## config.mk

```make
export PLATFORM = sky130hd
export DESIGN_NAME = fifo_wr_arbiter
export DESIGN_NICKNAME = d
export VERILOG_FILES = /design/src/rtl/fifo_arb_pkg.sv /design/src/rtl/rr_pick_next.sv /design/src/rtl/fifo_wr_arbiter.sv
export SDC_FILE = /design/constraint.sdc
export NUM_CORES = 1
export LEC_CHECK = 0
export ABC_AREA = 1
export CAP_MARGIN = 20
export CELL_PAD_IN_SITES_DETAIL_PLACEMENT = 0
export CELL_PAD_IN_SITES_GLOBAL_PLACEMENT = 1
export CORE_MARGIN = 3
export CORE_UTILIZATION = 18
export CTS_CLUSTER_DIAMETER = 80
export DETAILED_ROUTE_END_ITERATION = 8
export PLACE_DENSITY_LB_ADDON = 0.15
export SLEW_MARGIN = 20
export SYNTH_ARGS = -nofsm -noshare
export SYNTH_HDL_FRONTEND = slang
export SYNTH_SLANG_ARGS = --single-unit
```

## constraint.sdc

```tcl
create_clock -name clk -period 1.6 [get_ports clk]
set_input_delay 0.4 -clock clk [delete_from_list [all_inputs] [get_ports clk]]
set_output_delay 0.4 -clock clk [all_outputs]
set_load 0.005 [all_outputs]
```

## src/rtl/fifo_arb_pkg.sv

```systemverilog
// -----------------------------------------------------------------------------
// fifo_arb_pkg
//   Shared types and helpers for the FIFO write-port arbiter.
//   - arb_state_t : two-state arbiter FSM encoding (IDLE / GRANT)
//   - rr_pick()   : round-robin search helper used by rr_pick_next
// -----------------------------------------------------------------------------
package fifo_arb_pkg;

  typedef enum logic {
    IDLE  = 1'b0,
    GRANT = 1'b1
  } arb_state_t;

  // Upper bound on requester count supported by rr_pick(); the request
  // vector is zero-extended to this width before the search.
  localparam int MAX_NREQ = 32;
  localparam int MAX_IDXW = $clog2(MAX_NREQ);

  // Returns the first index with valid set, searching last+1, last+2, ...
  // wrapping modulo nreq, with 'last' itself checked last. Returns 'last'
  // when nothing is valid (callers gate on any-valid separately).
  // The loop runs from the farthest offset to the nearest so the nearest
  // hit overwrites the result; this avoids a break and keeps it a pure
  // priority chain after unrolling. Wrap is an explicit subtract, so
  // non-power-of-2 nreq works.
  function automatic int rr_pick(input logic [MAX_NREQ-1:0] valid,
                                 input int                  last,
                                 input int                  nreq);
    int idx;
    idx     = 0;
    rr_pick = last;
    for (int off = MAX_NREQ; off >= 1; off--) begin
      if (off <= nreq) begin
        idx = last + off;
        if (idx >= nreq) idx = idx - nreq;
        if (valid[idx[MAX_IDXW-1:0]]) rr_pick = idx;
      end
    end
  endfunction

endpackage

```

## src/rtl/rr_pick_next.sv

```systemverilog
// -----------------------------------------------------------------------------
// rr_pick_next
//   Combinational round-robin priority selector, generic in NREQ.
//   Ports:
//     valid [NREQ-1:0]  request vector
//     last  [IDXW-1:0]  index granted most recently (lowest priority now)
//     next  [IDXW-1:0]  first valid index after 'last', wrapping modulo NREQ
//     any               at least one request is valid (next is meaningful)
// -----------------------------------------------------------------------------
module rr_pick_next
  import fifo_arb_pkg::*;
#(
  parameter int NREQ = 4,
  parameter int IDXW = $clog2(NREQ)
) (
  input  logic [NREQ-1:0] valid,
  input  logic [IDXW-1:0] last,
  output logic [IDXW-1:0] next,
  output logic            any
);

  logic [MAX_NREQ-1:0] valid_ext;

  assign valid_ext = MAX_NREQ'(valid);
  assign any       = |valid;
  assign next      = IDXW'(rr_pick(valid_ext, int'(last), NREQ));

endmodule

```

## src/rtl/fifo_wr_arbiter.sv

```systemverilog
// -----------------------------------------------------------------------------
// fifo_wr_arbiter
//   Round-robin arbiter sharing one FIFO write port between NREQ producers.
//   One owner at a time is granted for a burst of up to BURST beats; the
//   grant is released early when the owner drops valid. One IDLE bubble
//   separates consecutive grants.
//   Ports:
//     clk, rstn          clock, asynchronous active-low reset
//     req_valid/ready    per-requester handshake (beat = valid & ready)
//     req_data           flattened data, requester i at [i*DWIDTH +: DWIDTH]
//     fifo_full          FIFO full flag; stalls the burst without releasing
//     fifo_wr_en/din     FIFO write pins (din is zero when not writing)
//     grant              one-hot owner, zero when idle
//     busy               high while a grant is held
// -----------------------------------------------------------------------------
module fifo_wr_arbiter
  import fifo_arb_pkg::*;
#(
  parameter int NREQ   = 4,
  parameter int DWIDTH = 32,
  parameter int BURST  = 4
) (
  input  logic                   clk,
  input  logic                   rstn,
  input  logic [NREQ-1:0]        req_valid,
  input  logic [NREQ*DWIDTH-1:0] req_data,
  output logic [NREQ-1:0]        req_ready,
  input  logic                   fifo_full,
  output logic                   fifo_wr_en,
  output logic [DWIDTH-1:0]      fifo_din,
  output logic [NREQ-1:0]        grant,
  output logic                   busy
);

  localparam int IDXW = $clog2(NREQ);
  localparam int CNTW = $clog2(BURST + 1);

  localparam logic [CNTW-1:0] LAST_BEAT   = CNTW'(BURST - 1);
  // Starting with the last index as previous owner gives requester 0 first
  // priority out of reset.
  localparam logic [IDXW-1:0] RESET_OWNER = IDXW'(NREQ - 1);

  arb_state_t      state_q,      state_d;
  logic [IDXW-1:0] owner_q,      owner_d;
  logic [IDXW-1:0] last_owner_q, last_owner_d;
  logic [CNTW-1:0] beat_cnt_q,   beat_cnt_d;

  logic [IDXW-1:0] pick_idx;
  logic            any_valid;
  logic            owner_valid;
  logic            accept;

  // Unpacked view of the flattened data bus so the owner mux is a plain
  // array index rather than a computed part-select.
  logic [DWIDTH-1:0] slice [NREQ];

  for (genvar i = 0; i < NREQ; i++) begin : g_slice
    assign slice[i] = req_data[i*DWIDTH +: DWIDTH];
  end

  rr_pick_next #(
    .NREQ (NREQ),
    .IDXW (IDXW)
  ) u_pick (
    .valid (req_valid),
    .last  (last_owner_q),
    .next  (pick_idx),
    .any   (any_valid)
  );

  // ---------------------------------------------------------------------------
  // State register
  // ---------------------------------------------------------------------------
  // NOTE: sequential state uses non-blocking assignments so every register
  // samples pre-edge values regardless of statement order.
  always_ff @(posedge clk or negedge rstn) begin
    if (!rstn) begin
      state_q      <= IDLE;
      owner_q      <= '0;
      last_owner_q <= RESET_OWNER;
      beat_cnt_q   <= '0;
    end else begin
      state_q      <= state_d;
      owner_q      <= owner_d;
      last_owner_q <= last_owner_d;
      beat_cnt_q   <= beat_cnt_d;
    end
  end

  // ---------------------------------------------------------------------------
  // Next-state and outputs
  // ---------------------------------------------------------------------------
  // Outputs are decoded from registered state, so an asynchronous reset
  // drops grant/ready/wr_en in the same instant, with no edge required.
  assign owner_valid = req_valid[owner_q];
  assign accept      = (state_q == GRANT) && owner_valid && !fifo_full;

  always_comb begin
    // NOTE: every variable gets a default before any branch, so no path
    // leaves one unassigned and no latch is inferred.
    state_d      = state_q;
    owner_d      = owner_q;
    last_owner_d = last_owner_q;
    beat_cnt_d   = beat_cnt_q;

    req_ready    = '0;
    grant        = '0;
    fifo_wr_en   = 1'b0;
    fifo_din     = '0;
    busy         = 1'b0;

    unique case (state_q)
      IDLE: begin
        if (any_valid) begin
          state_d    = GRANT;
          owner_d    = pick_idx;
          beat_cnt_d = '0;
        end
      end

      GRANT: begin
        busy             = 1'b1;
        grant[owner_q]   = 1'b1;
        // Ready depends only on FIFO space; the transfer itself also needs
        // the owner's valid, which is what wr_en reflects.
        req_ready[owner_q] = !fifo_full;
        fifo_wr_en       = accept;
        if (accept) fifo_din = slice[owner_q];

        if (!owner_valid) begin
          // Owner withdrew (even while full): forfeit the rest of the burst.
          state_d      = IDLE;
          last_owner_d = owner_q;
          beat_cnt_d   = '0;
        end else if (accept) begin
          if (beat_cnt_q == LAST_BEAT) begin
            state_d      = IDLE;
            last_owner_d = owner_q;
            beat_cnt_d   = '0;
          end else begin
            beat_cnt_d = beat_cnt_q + 1'b1;
          end
        end
        // Full with valid held: counter and grant hold.
      end

      default: state_d = IDLE;
    endcase
  end

endmodule

```

==> results <==
- The flow ran to the end, but the final reports show violations.
- The checks that failed: negative setup slack.
- The source-to-sink clock delay at the later pin of the worst-skew pair is roughly 0.23 ns.
- The starting utilization of the core area is about a fifth.
- The placed wire-length estimate after detailed placement is about 7600 um.
- The kind of path behind the tightest hold check is in -> async.
- The Yosys step of the flow raised 0 warnings.
- The max-slew violation count is 0.
- The final layout contains routed wiring with a total length of roughly 12000 um.
- The dominant synthesized flop cell is sky130_fd_sc_hd__dfrtp_1.
- Max-cap violations in this run came to 0.
- The post-synth net total is about 450.
- The sequential fraction of the synthesis area is roughly a tenth.
- The leakage power total is around 1.8 nW.
- The last weighted congestion value of the routability-driven placer is about 0.79.
- Summed over all layers, the global routing overflow is 0.
- Final hold analysis gives a worst-case slack of about 0.49 ns.
- Data arrives at the worst endpoint at between 1.5 and 2 ns.
- Once routing completed, OpenROAD measured the worst setup slack at -0.472 ns.
- The critical path contains buffers and inverters numbering 4 combined.
- After clock tree synthesis, the clock-pin slew on the worst setup and hold paths is about 0.05 ns.
- The post-route DRC violation count is 0.
- The net count of the finished layout is 650.
- For this design, the slowest cell found on the critical path is sky130_fd_sc_hd__dfrtp_2.
- Global routing consumed, over all layers together, 16.7% of the routing resources.
- TritonCTS built the clock tree.
- The worst path uses 129% of the clock period.
- The maximum number of pins on one net before global-route repair is 57.
- The tree is rooted in a sky130_fd_sc_hd__clkbuf_8.
- The utilization after layout is 43.3%.
- The final count of hold timing violations was 0.
- The worst setup slack after placement is -1.01 ns.
- The number of port buffers is approximately 180.
- The highest fanout seen on the critical path is 11.
- The most instantiated library cell after synthesis is sky130_fd_sc_hd__nand3_1.
- Counting the fill cells in the layout gives roughly 1100.
- CTS built an H-tree with a depth of 1.
- The library cell occupying the most area in the post-synthesis netlist is sky130_fd_sc_hd__nand3_1.
- The gate family responsible for the most delay along the worst path is buffers and inverters.
- The core area is between 10000 and 15000 um2.
- The total clock buffers created by CTS is 3.
- The clock passes through at most 2 buffers.
- In this run, distinct cell masters in the synthesized netlist total 27.
- The instance count of the mapped netlist is between 300 and 400.
- Summed over its instances, the top area cell type makes up around 36% of the synthesized netlist area.
- The x dimension of the die is around 110 um.
- The floorplan has 37 rows.
- Across the whole layout, storage elements account for between 200 and 250 um2.
- In this run the count of I/O pins placed on the die edge is 177.
- The number of antenna-violating nets in the routed design is 0.
- The minimum clock period is between 2 and 2.5 ns.
- The area of the multi-input gates is between 1500 and 2000 um2.
- The die covers roughly 12000 um2.
- The worst setup path is launched from a register.
- Data on the critical path is required at its endpoint by approximately 1.2 ns.
- The total clock sinks is 8.
- On the worst path, the slowest cell contributes a delay of 0.46 ns.
- The number of storage elements in the synthesis netlist is 8.
- The length of the first detailed-routing pass in iterations is 4.
- After synthesis, the share of flip-flops with an asynchronous set or reset is 100%.
- Setup violations remaining at the end of the flow were counted as 39.
- The mean instance size in the synthesized netlist is between 6 and 7 um2.
- Setup repair after global routing could not meet its margin everywhere.
- After detailed routing, the number of vias per cell comes to 4.89.
- The via count of the first global-routing pass was ~3100.
- The initial antenna violation count was 0.
- The repair_antennas step left the layout with diodes totalling 0.
- Walking the worst path, the cells encountered are clkinv_4 > buf_6 > nand3_4 > nand4_4 > nand3_4 > buf_12 > a41oi_2 > buf_2.
- In the synthesized netlist, the cells that appear most often are 143 x sky130_fd_sc_hd__nand3_1, 37 x sky130_fd_sc_hd__nand2_1, 19 x sky130_fd_sc_hd__clkbuf_1.
- The detailed router's first-iteration violation count is around 200.
- The cell repeated most along the worst path is sky130_fd_sc_hd__nand3_4.
- The type of the setup path with the least slack is reg -> out.
- The first-pass GRT wire length is ~17000 um.
- At the pin with the least slew margin, the transition time is around 0.45 ns.
- The number of buffers added to fix hold violations after cts is 0.
- In the final layout, the share of cells above drive strength 1 is between 30% and 40%.
- Static timing analysis puts the maximum clock frequency at 483 MHz.
- The capturing element type of the critical path is a primary output.
- The layout overhead on the synthesized area is 131%.
- The number of synthesized flops with an enable pin is 0.
- The maximum clock skew at final layout is 0.00324 ns.
- IR analysis of the VDD net gives a maximum drop of 0.687 mV.
- The cell area that synthesis handed to floorplanning was just under 2000 um2.
- The wire length per cell is between 15 and 20 um.
- The overall die height is ~110 um.
- Summing over every cut layer, the via total after detailed routing is 3149.
- The worst pin sits at a relative slew slack of a little over two thirds.
- Sorting the synthesized cells by area gives the leading types as sky130_fd_sc_hd__nand3_1 36%, sky130_fd_sc_hd__a41oi_2 14%, sky130_fd_sc_hd__dfrtp_1 7.6%.
- The power density normalized to cell area is approximately 1500 nW/um2.
-- power by group --
group / switching (mW) / internal [mW] / total, mW
logic: 3.18 / 2.83 / 6.00
clock network: 0.0883 / 0.174 / 0.262
registers: 0.105 / 0.309 / 0.415
-- layout make-up --
| cell class | count | share of cell area, % |
|---|---|---|
| timing repair buffer | 233 | 50.1 |
| multi-input combinational | 246 | 39.0 |
| sequential | 8 | 4.53 |
| tap | 136 | 3.75 |
| inverter | 17 | 1.68 |
| clock buffer | 4 | 0.993 |
-- through the flow --
step | total power, mW | instance area, um2 | TNS, ns | instances
after floorplan | 3.09 | 2020 | -0.313 | 306
after global placement | 4.85 | 3990 | -34.34 | 609
after detailed placement | 4.88 | 3990 | -35.75 | 609
after CTS | 5.88 | 4230 | -18.52 | 629
after global routing | 7.22 | 4530 | -18.43 | 644
final | 6.68 | 4530 | -14.88 | 644
-- kinds of logic after synthesis --
| kind of cell | share of synthesized area, % |
|---|---|
| AND/OR/NAND/NOR | 48.8 |
| buffers and inverters | 13.6 |
| AO/OA/AOI/OAI | 23.4 |
| flip-flops | 10.3 |
| adder cells (fa/ha/maj) | 3.82 |
-- routing by layer --
| metal | share of wire [%] | wire length [um] | global-route usage, % | vias to the layer above |
|---|---|---|---|---|
| li1 | - | - | - | 1540 |
| met1 | 42 | 4850 | 20.0 | 1475 |
| met2 | 50 | 5880 | 29.9 | 118 |
| met3 | 5.6 | 656 | 3.40 | 16 |
| met4 | 2.5 | 288 | 4.68 | 0 |
| met5 | 0 | 0 | 0 | - |
-- layout by cell type (no fill, tap or decap), drive strengths merged --
cell,instances
nor3,4
nand3,144
nor2,11
clkbuf,6
ha,6
nand2,37
dlygate4sd2,6
o21ai,5
inv,15
o31ai,1
a41oi,32
clkdlybuf4s50,129
buf,96
dfstp,2
nand4,2
dfrtp,6
a21boi,1
a21oi,1
clkinv,2
or2,1
o211ai,1
-- registers in the layout, summed over array words and instances, names as in the netlist --
register and count:
last_owner_q 2, state_q 1, beat_cnt_q 3, owner_q 2
-- worst register-to-register path, stage by stage, from the launching register on --
cell,delay (ns)
sky130_fd_sc_hd__dfstp_2,0.53
sky130_fd_sc_hd__inv_2,0.06
sky130_fd_sc_hd__ha_4,0.28
sky130_fd_sc_hd__inv_2,0.05
sky130_fd_sc_hd__o211ai_1,0.30
sky130_fd_sc_hd__nand3_1,0.13
sky130_fd_sc_hd__nand3_1,0.08
sky130_fd_sc_hd__nand2_1,0.05
-- path summary, 6_finish.rpt --
kind	from	end	slack [ns]	depth (start not counted)
min in group clk	beat_cnt_q[1]$_DFFE_PN0P_	beat_cnt_q[1]$_DFFE_PN0P_	0.49	2
setup reg to reg	last_owner_q[0]$_DFFE_PN1P_	owner_q[0]$_DFFE_PN0P_	0.01	7
max in group asynchronous	rstn	last_owner_q[1]$_DFFE_PN1P_	0.78	1
hold / removal	rstn	beat_cnt_q[2]$_DFFE_PN0P_	0.49	1
hold reg to reg	beat_cnt_q[1]$_DFFE_PN0P_	beat_cnt_q[1]$_DFFE_PN0P_	0.49	2
setup / recovery	owner_q[0]$_DFFE_PN0P_	fifo_din[22]	-0.47	8
-- what timing repair did --
action | 4_1_cts | 5_1_grt
resized for setup | 175 | 68
pin swaps | 6 | 9
hold endpoints to repair | 0 | 0
cloned | 4 | 2
buffers inserted | 12 | 16
setup endpoints to repair | 43 | 43
(Power assumes the default switching activity.)
